===== src/rtl/cnn_mul_share_arb.sv =====
// Round-robin share of one signed multiplier among NUM_REQ requesters; NUM_STAGE cycles accept-to-response.
// rsp_valid && !rsp_ready freezes every stage and forces req_ready to zero until the consumer takes the product.
module cnn_mul_share_arb #(
   parameter int NUM_REQ    = 4,
   parameter int ID_WIDTH   = 2,
   parameter int DIN0_WIDTH = 9,
   parameter int DIN1_WIDTH = 14,
   parameter int DOUT_WIDTH = 23,
   parameter int NUM_STAGE  = 2
) (
   input  logic                          ap_clk,
   input  logic                          ap_rst_n,
   input  logic [NUM_REQ-1:0]            req_valid,
   output logic [NUM_REQ-1:0]            req_ready,
   input  logic [NUM_REQ*DIN0_WIDTH-1:0] req_din0,
   input  logic [NUM_REQ*DIN1_WIDTH-1:0] req_din1,
   output logic                          rsp_valid,
   input  logic                          rsp_ready,
   output logic [ID_WIDTH-1:0]           rsp_id,
   output logic [DOUT_WIDTH-1:0]         rsp_dout,
   output logic                          busy
);

   typedef struct packed {
      logic                  vld;
      logic [ID_WIDTH-1:0]   id;
      logic [DOUT_WIDTH-1:0] dat;
   } stage_t;

   stage_t                       stg [NUM_STAGE];
   logic [ID_WIDTH-1:0]          ptr;
   logic [ID_WIDTH-1:0]          grant;
   logic                         found;
   logic                         advance;
   logic                         accept;
   logic [DIN0_WIDTH-1:0]        sel_a;
   logic [DIN1_WIDTH-1:0]        sel_b;
   logic signed [DOUT_WIDTH-1:0] a_ext;
   logic signed [DOUT_WIDTH-1:0] b_ext;
   logic signed [DOUT_WIDTH-1:0] prod;

   assign advance = !rsp_valid || rsp_ready;
   assign accept  = found && advance;

   // Two passes give the wrap-around search: indices >= ptr first, then the lowest one below ptr.
   always_comb begin
      found = 1'b0;
      grant = '0;
      for (int i = 0; i < NUM_REQ; i++) begin
         if (!found && req_valid[i] && (ID_WIDTH'(i) >= ptr)) begin
            found = 1'b1;
            grant = ID_WIDTH'(i);
         end
      end
      for (int i = 0; i < NUM_REQ; i++) begin
         if (!found && req_valid[i]) begin
            found = 1'b1;
            grant = ID_WIDTH'(i);
         end
      end
   end

   always_comb begin
      sel_a     = '0;
      sel_b     = '0;
      req_ready = '0;
      for (int i = 0; i < NUM_REQ; i++) begin
         if (grant == ID_WIDTH'(i)) begin
            sel_a        = req_din0[i*DIN0_WIDTH +: DIN0_WIDTH];
            sel_b        = req_din1[i*DIN1_WIDTH +: DIN1_WIDTH];
            req_ready[i] = accept;
         end
      end
   end

   // Both operands are widened to the product width, so the truncated product is exact.
   assign a_ext = {{(DOUT_WIDTH-DIN0_WIDTH){sel_a[DIN0_WIDTH-1]}}, sel_a};
   assign b_ext = {{(DOUT_WIDTH-DIN1_WIDTH){sel_b[DIN1_WIDTH-1]}}, sel_b};
   assign prod  = a_ext * b_ext;

   always_ff @(posedge ap_clk or negedge ap_rst_n) begin
      if (!ap_rst_n) begin
         ptr <= '0;
         for (int s = 0; s < NUM_STAGE; s++) begin
            stg[s] <= '0;
         end
      end else if (advance) begin
         stg[0].vld <= accept;
         if (accept) begin
            stg[0].id  <= grant;
            stg[0].dat <= prod;
            ptr        <= (grant == ID_WIDTH'(NUM_REQ-1)) ? '0 : grant + 1'b1;
         end
         for (int s = 1; s < NUM_STAGE; s++) begin
            stg[s] <= stg[s-1];
         end
      end
   end

   assign rsp_valid = stg[NUM_STAGE-1].vld;
   assign rsp_id    = stg[NUM_STAGE-1].id;
   assign rsp_dout  = stg[NUM_STAGE-1].dat;

   always_comb begin
      busy = 1'b0;
      for (int s = 0; s < NUM_STAGE; s++) begin
         busy = busy | stg[s].vld;
      end
   end

endmodule


===== config.mk =====
export PLATFORM = sky130hd
export DESIGN_NAME = cnn_mul_share_arb
export DESIGN_NICKNAME = d
export VERILOG_FILES = /design/src/rtl/cnn_mul_share_arb.sv
export SDC_FILE = /design/constraint.sdc
export NUM_CORES = 1
export LEC_CHECK = 0
export CAP_MARGIN = 20
export CORE_ASPECT_RATIO = 0.9
export CORE_MARGIN = 8
export CORE_UTILIZATION = 40
export CTS_BUF_LIST = sky130_fd_sc_hd__clkbuf_8
export DETAILED_ROUTE_END_ITERATION = 10
export SLEW_MARGIN = 10
export SYNTH_ARGS = -nofsm -noshare
export SYNTH_HDL_FRONTEND = slang
export SYNTH_SLANG_ARGS = --single-unit

===== constraint.sdc =====
create_clock -name ap_clk -period 9.35 [get_ports ap_clk]
set_input_delay 1.87 -clock ap_clk [delete_from_list [all_inputs] [get_ports ap_clk]]
set_output_delay 1.87 -clock ap_clk [all_outputs]
set_load 0.005 [all_outputs]

==> run summary, run 1 <==
Relative to the synthesized area, the layout overhead comes to 20.7%. The top cell type by area accounts for 28.2% of the synthesized area. The number of fill cells was 1802; the TritonCTS buffer count was 5.

The die boundary height came out at 146 µm. The portion of the clock cycle consumed by the worst path in the final layout came out at 93.1%. The startpoint identified for the worst hold timing path is stg[51]$_DFFE_PN0P_. Entering global routing, the biggest net connects 64 pins. The number of max-slew violations in the final report is 0, and the initial DRC count is 278. STA puts the critical path data required time at 9.55 ns. After clock tree synthesis, the clock-pin slew on the worst setup and hold paths is 0.10 ns. For the final routed database, the setup TNS stands at 0 ns. The setup slack after layout is 0.645 ns. Category of the most critical setup path: input pin to register. The number of hold buffers added after cts was 0. sky130_fd_sc_hd__fa_1 takes more of the synthesized area than any other cell. Max-cap violations in this run came to 0. The total overflow left after global routing is 0. The number of global-route vias before repair came out at 6259. Cells fill 49.1% of the core in the end. The number of nets at the end of the flow is 1203. The register bit total from synthesis came out at 54. The sequential element share of the synthesized area is 18.1%, and the placer's final routability congestion estimate is 0.860.

The die area was 23300 µm². In the post-synthesis netlist, the biggest area contributors are sky130_fd_sc_hd__fa_1 28%, sky130_fd_sc_hd__dfrtp_1 18%, sky130_fd_sc_hd__ha_1 8.7%. The worst setup timing slack at the placement stage is 0.289 ns. In this run, post-CTS repair resized a total of 0 instances. In this run, placement finished with an instance count of 1185. The average instance in the mapped netlist occupies 8.82 µm².

The number of endpoints failing setup at the final stage is 0, and the ratio of cells with drive above 1 in the final layout is 6.96%. Among all flip-flop cells after synthesis, the most frequent one is sky130_fd_sc_hd__dfrtp_1. Once the floorplan was initialized, standard cells occupied 40.7% of the core.

The die span in x came out at 160 µm. For the total via count after detailed routing, the log shows 6080. The length of the first detailed-routing pass in iterations is 7. Counting I/O delays and the setup requirement, the final critical path takes 8.71 ns. The number of antenna violations at the first check in global routing was 0; the detailed-route vias per instance was 5.10. After synthesis, the share of flip-flops with an asynchronous set or reset is 100%. Headroom to the max-slew limit came out at 53.9%. TritonCTS built the clock tree. For this run, design rule violations remaining after detail routing come to 0.

The netlist uses 52 different library cells. The number of synthesized flops with an enable pin came out at 0. When the netlist entered floorplanning its net count stood at 1102. The first-pass GRT wire length was 33100 µm; the data arrival time of the critical path was 8.91 ns. The number of failing hold endpoints at the final stage is 0.

Dividing the detail-routed wire length by the instance count gives 17.3 µm. The Yosys step of the flow raised 0 warnings. For this run, the number of standard cells in the final layout without fillers is 1193. 0 antenna diodes ended up in the layout.

Based on the critical path, the design can be clocked at up to 115 MHz. The run gives 0.00793 ns as the worst clock skew. Number of routed nets with antenna violations: 0. Setup fix buffers added after clock tree synthesis: 0.

For the total routing resource utilization after global routing, the log shows 17.5%. The worst setup path startpoint is req_valid[1]. Clock tree synthesis found a total of 54 sinks. The number of H-tree levels was 2.

The maximum fanout along the worst path was 23; the routed wire length was 20600 µm. The path type of the worst min-delay path is register to register. The cell sitting at the root of the clock tree is a sky130_fd_sc_hd__clkbuf_8. For the total I/O pin count, the log shows 130. At the pin with the least slew margin, the transition time is 0.691 ns. The count of buffers added on input and output ports is 129. In this run the deepest clock path goes through 2 buffers. The area inside the core boundary is 18300 µm².

The run gives 0.32 ns as the insertion delay of the later-clocked pin in the worst-skew pair. Startpoint kind of the worst setup timing path: an input pin. Number of placement rows: 47. The run finished with clean final reports. For the post-synthesis instance area, the log shows 7460 µm². For the half-perimeter wire length after placement, the log shows 17300 µm. Setup repair after global routing left no endpoint under its margin. After technology mapping, the gate count stands at 846.

In this run the critical register-to-register path is launched from ptr[0]$_DFFE_PN0P_. The worst setup path is captured at a register.
## Yosys cell counts (3+ instances only)
cell                         n
sky130_fd_sc_hd__nor2b_1     7
sky130_fd_sc_hd__a21oi_1    67
sky130_fd_sc_hd__buf_1       3
sky130_fd_sc_hd__or2_1       3
sky130_fd_sc_hd__a21o_1     24
sky130_fd_sc_hd__o21a_1      4
sky130_fd_sc_hd__a2111o_1    4
sky130_fd_sc_hd__nand2_1   117
sky130_fd_sc_hd__o31ai_1     4
sky130_fd_sc_hd__nor3_1      8
sky130_fd_sc_hd__a31oi_1     3
sky130_fd_sc_hd__nor2_1     92
sky130_fd_sc_hd__clkbuf_1   20
sky130_fd_sc_hd__nand3_1     7
sky130_fd_sc_hd__mux2_2     25
sky130_fd_sc_hd__nand3b_1   18
sky130_fd_sc_hd__o21ai_0     4
sky130_fd_sc_hd__and2_1      8
sky130_fd_sc_hd__dfrtp_1    54
sky130_fd_sc_hd__inv_1     100
sky130_fd_sc_hd__o211ai_1    5
sky130_fd_sc_hd__o21ai_1    15
sky130_fd_sc_hd__ha_1       52
sky130_fd_sc_hd__fa_1      105
sky130_fd_sc_hd__xnor2_1    12
sky130_fd_sc_hd__o21bai_1    3
sky130_fd_sc_hd__buf_4      25
sky130_fd_sc_hd__buf_2      10
sky130_fd_sc_hd__xor2_1      4
sky130_fd_sc_hd__and3_1      3
sky130_fd_sc_hd__a221oi_1    8
sky130_fd_sc_hd__nand2b_1    7
## flip-flops by register name (all words and copies together) (netlist names)
| register | cells |
|---|---|
| ptr | 2 |
| rsp_dout | 23 |
| rsp_id | 2 |
| rsp_valid | 1 |
| stg | 26 |
## kinds of logic after synthesis
logic type	after synthesis	synth area share, %
DFF	54	18.1
adders and majority gates	157	36.9
xor gates and xnor gates	16	1.88
muxes	26	3.91
buffers and inverters	161	9.68
AOI/OAI and AO/OA	154	13.1
and+or+nand+nor	278	16.4
## critical path, stage by stage
cell and delay (ns):
sky130_fd_sc_hd__clkdlybuf4s50_1 0.54, sky130_fd_sc_hd__a21boi_1 0.08, sky130_fd_sc_hd__a221oi_1 0.50, sky130_fd_sc_hd__inv_1 0.18
sky130_fd_sc_hd__ha_2 0.39, sky130_fd_sc_hd__buf_4 0.28, sky130_fd_sc_hd__nor2b_1 0.15, sky130_fd_sc_hd__nor3_1 0.24
sky130_fd_sc_hd__a21o_1 0.23, sky130_fd_sc_hd__nand2_1 0.11, sky130_fd_sc_hd__fa_1 0.54, sky130_fd_sc_hd__inv_1 0.06
sky130_fd_sc_hd__fa_1 0.45, sky130_fd_sc_hd__ha_1 0.30, sky130_fd_sc_hd__inv_1 0.05, sky130_fd_sc_hd__fa_1 0.49
sky130_fd_sc_hd__inv_1 0.05, sky130_fd_sc_hd__ha_1 0.28, sky130_fd_sc_hd__ha_1 0.25, sky130_fd_sc_hd__fa_1 0.43
sky130_fd_sc_hd__a21o_1 0.19, sky130_fd_sc_hd__a21o_1 0.21, sky130_fd_sc_hd__a2111o_1 0.51, sky130_fd_sc_hd__a211oi_1 0.29
sky130_fd_sc_hd__or4_1 0.15, sky130_fd_sc_hd__nand3_1 0.07
## final timing paths
path,to,slack (ns),cells after the start
max,stg[47]$_DFFE_PN0P_,0.64,26
max in group asynchronous,stg[33]$_DFFE_PN0P_,7.22,2
max reg2reg,stg[47]$_DFFE_PN0P_,2.19,26
min,rsp_valid$_DFFE_PN0P_,0.49,1
min in group asynchronous,rsp_dout[20]$_DFFE_PN0P_,1.67,2
min reg2reg,rsp_valid$_DFFE_PN0P_,0.49,1
## layout by cell type, fill, tap and decap left out, types with 5 or more instances in the layout
cell type / n
sky130_fd_sc_hd__nand3_1: 7
sky130_fd_sc_hd__clkbuf_8: 5
sky130_fd_sc_hd__a21oi_1: 67
sky130_fd_sc_hd__nor3_1: 8
sky130_fd_sc_hd__inv_1: 100
sky130_fd_sc_hd__o211ai_1: 5
sky130_fd_sc_hd__o21ai_1: 15
sky130_fd_sc_hd__clkdlybuf4s50_1: 128
sky130_fd_sc_hd__nand2_1: 117
sky130_fd_sc_hd__nor2b_1: 7
sky130_fd_sc_hd__nor2_1: 92
sky130_fd_sc_hd__ha_1: 50
sky130_fd_sc_hd__buf_4: 23
sky130_fd_sc_hd__mux2_2: 25
sky130_fd_sc_hd__nand3b_1: 18
sky130_fd_sc_hd__fa_1: 105
sky130_fd_sc_hd__a21o_1: 24
sky130_fd_sc_hd__xnor2_1: 12
sky130_fd_sc_hd__dfrtp_1: 54
sky130_fd_sc_hd__and2_1: 8
sky130_fd_sc_hd__nand2b_1: 7
sky130_fd_sc_hd__a221oi_1: 8
## per-layer routing
metal	wire length, µm	global-route usage [%]	up-vias
met3	958	3.08	18
met5	0	0	-
li1	-	-	2924
met2	10100	29.1	142
met1	9280	23.9	2996
met4	267	2.85	0
## cell type report
cell class / count / area, µm² / area share, %
clock buffers: 5 / 68.8 / 0.764
clock inverters: 3 / 25.0 / 0.278
inverters: 102 / 383 / 4.25
multi-input cells: 631 / 5390 / 59.9
flip-flops and latches: 54 / 1350 / 15.0
well taps: 245 / 307 / 3.40
repair buffers: 153 / 1480 / 16.4
## stage by stage
step	area, µm²	hold slack [ns]
2_1_floorplan	7460	0.440
3_3_place_gp	8910	0.458
3_5_place_dp	8910	0.468
4_1_cts	9000	0.493
5_1_grt	9000	0.521
6_report	9000	0.490
Power of run 1 is not shown: default switching activity piles up to over one toggle a cycle in this logic, so the estimate is an artifact.
==> run 2: changes to the inputs <==
--- a/config.mk
+++ b/config.mk
@@ -11,6 +11,7 @@
 export CORE_UTILIZATION = 40
 export CTS_BUF_LIST = sky130_fd_sc_hd__clkbuf_8
 export DETAILED_ROUTE_END_ITERATION = 10
+export GPL_ROUTABILITY_DRIVEN = 0
 export SLEW_MARGIN = 10
 export SYNTH_ARGS = -nofsm -noshare
 export SYNTH_HDL_FRONTEND = slang
==> results of run 2 <==
Final layout, timing and power as in run 1 (identical DEF).
Power of run 2 is left out for the same reason.
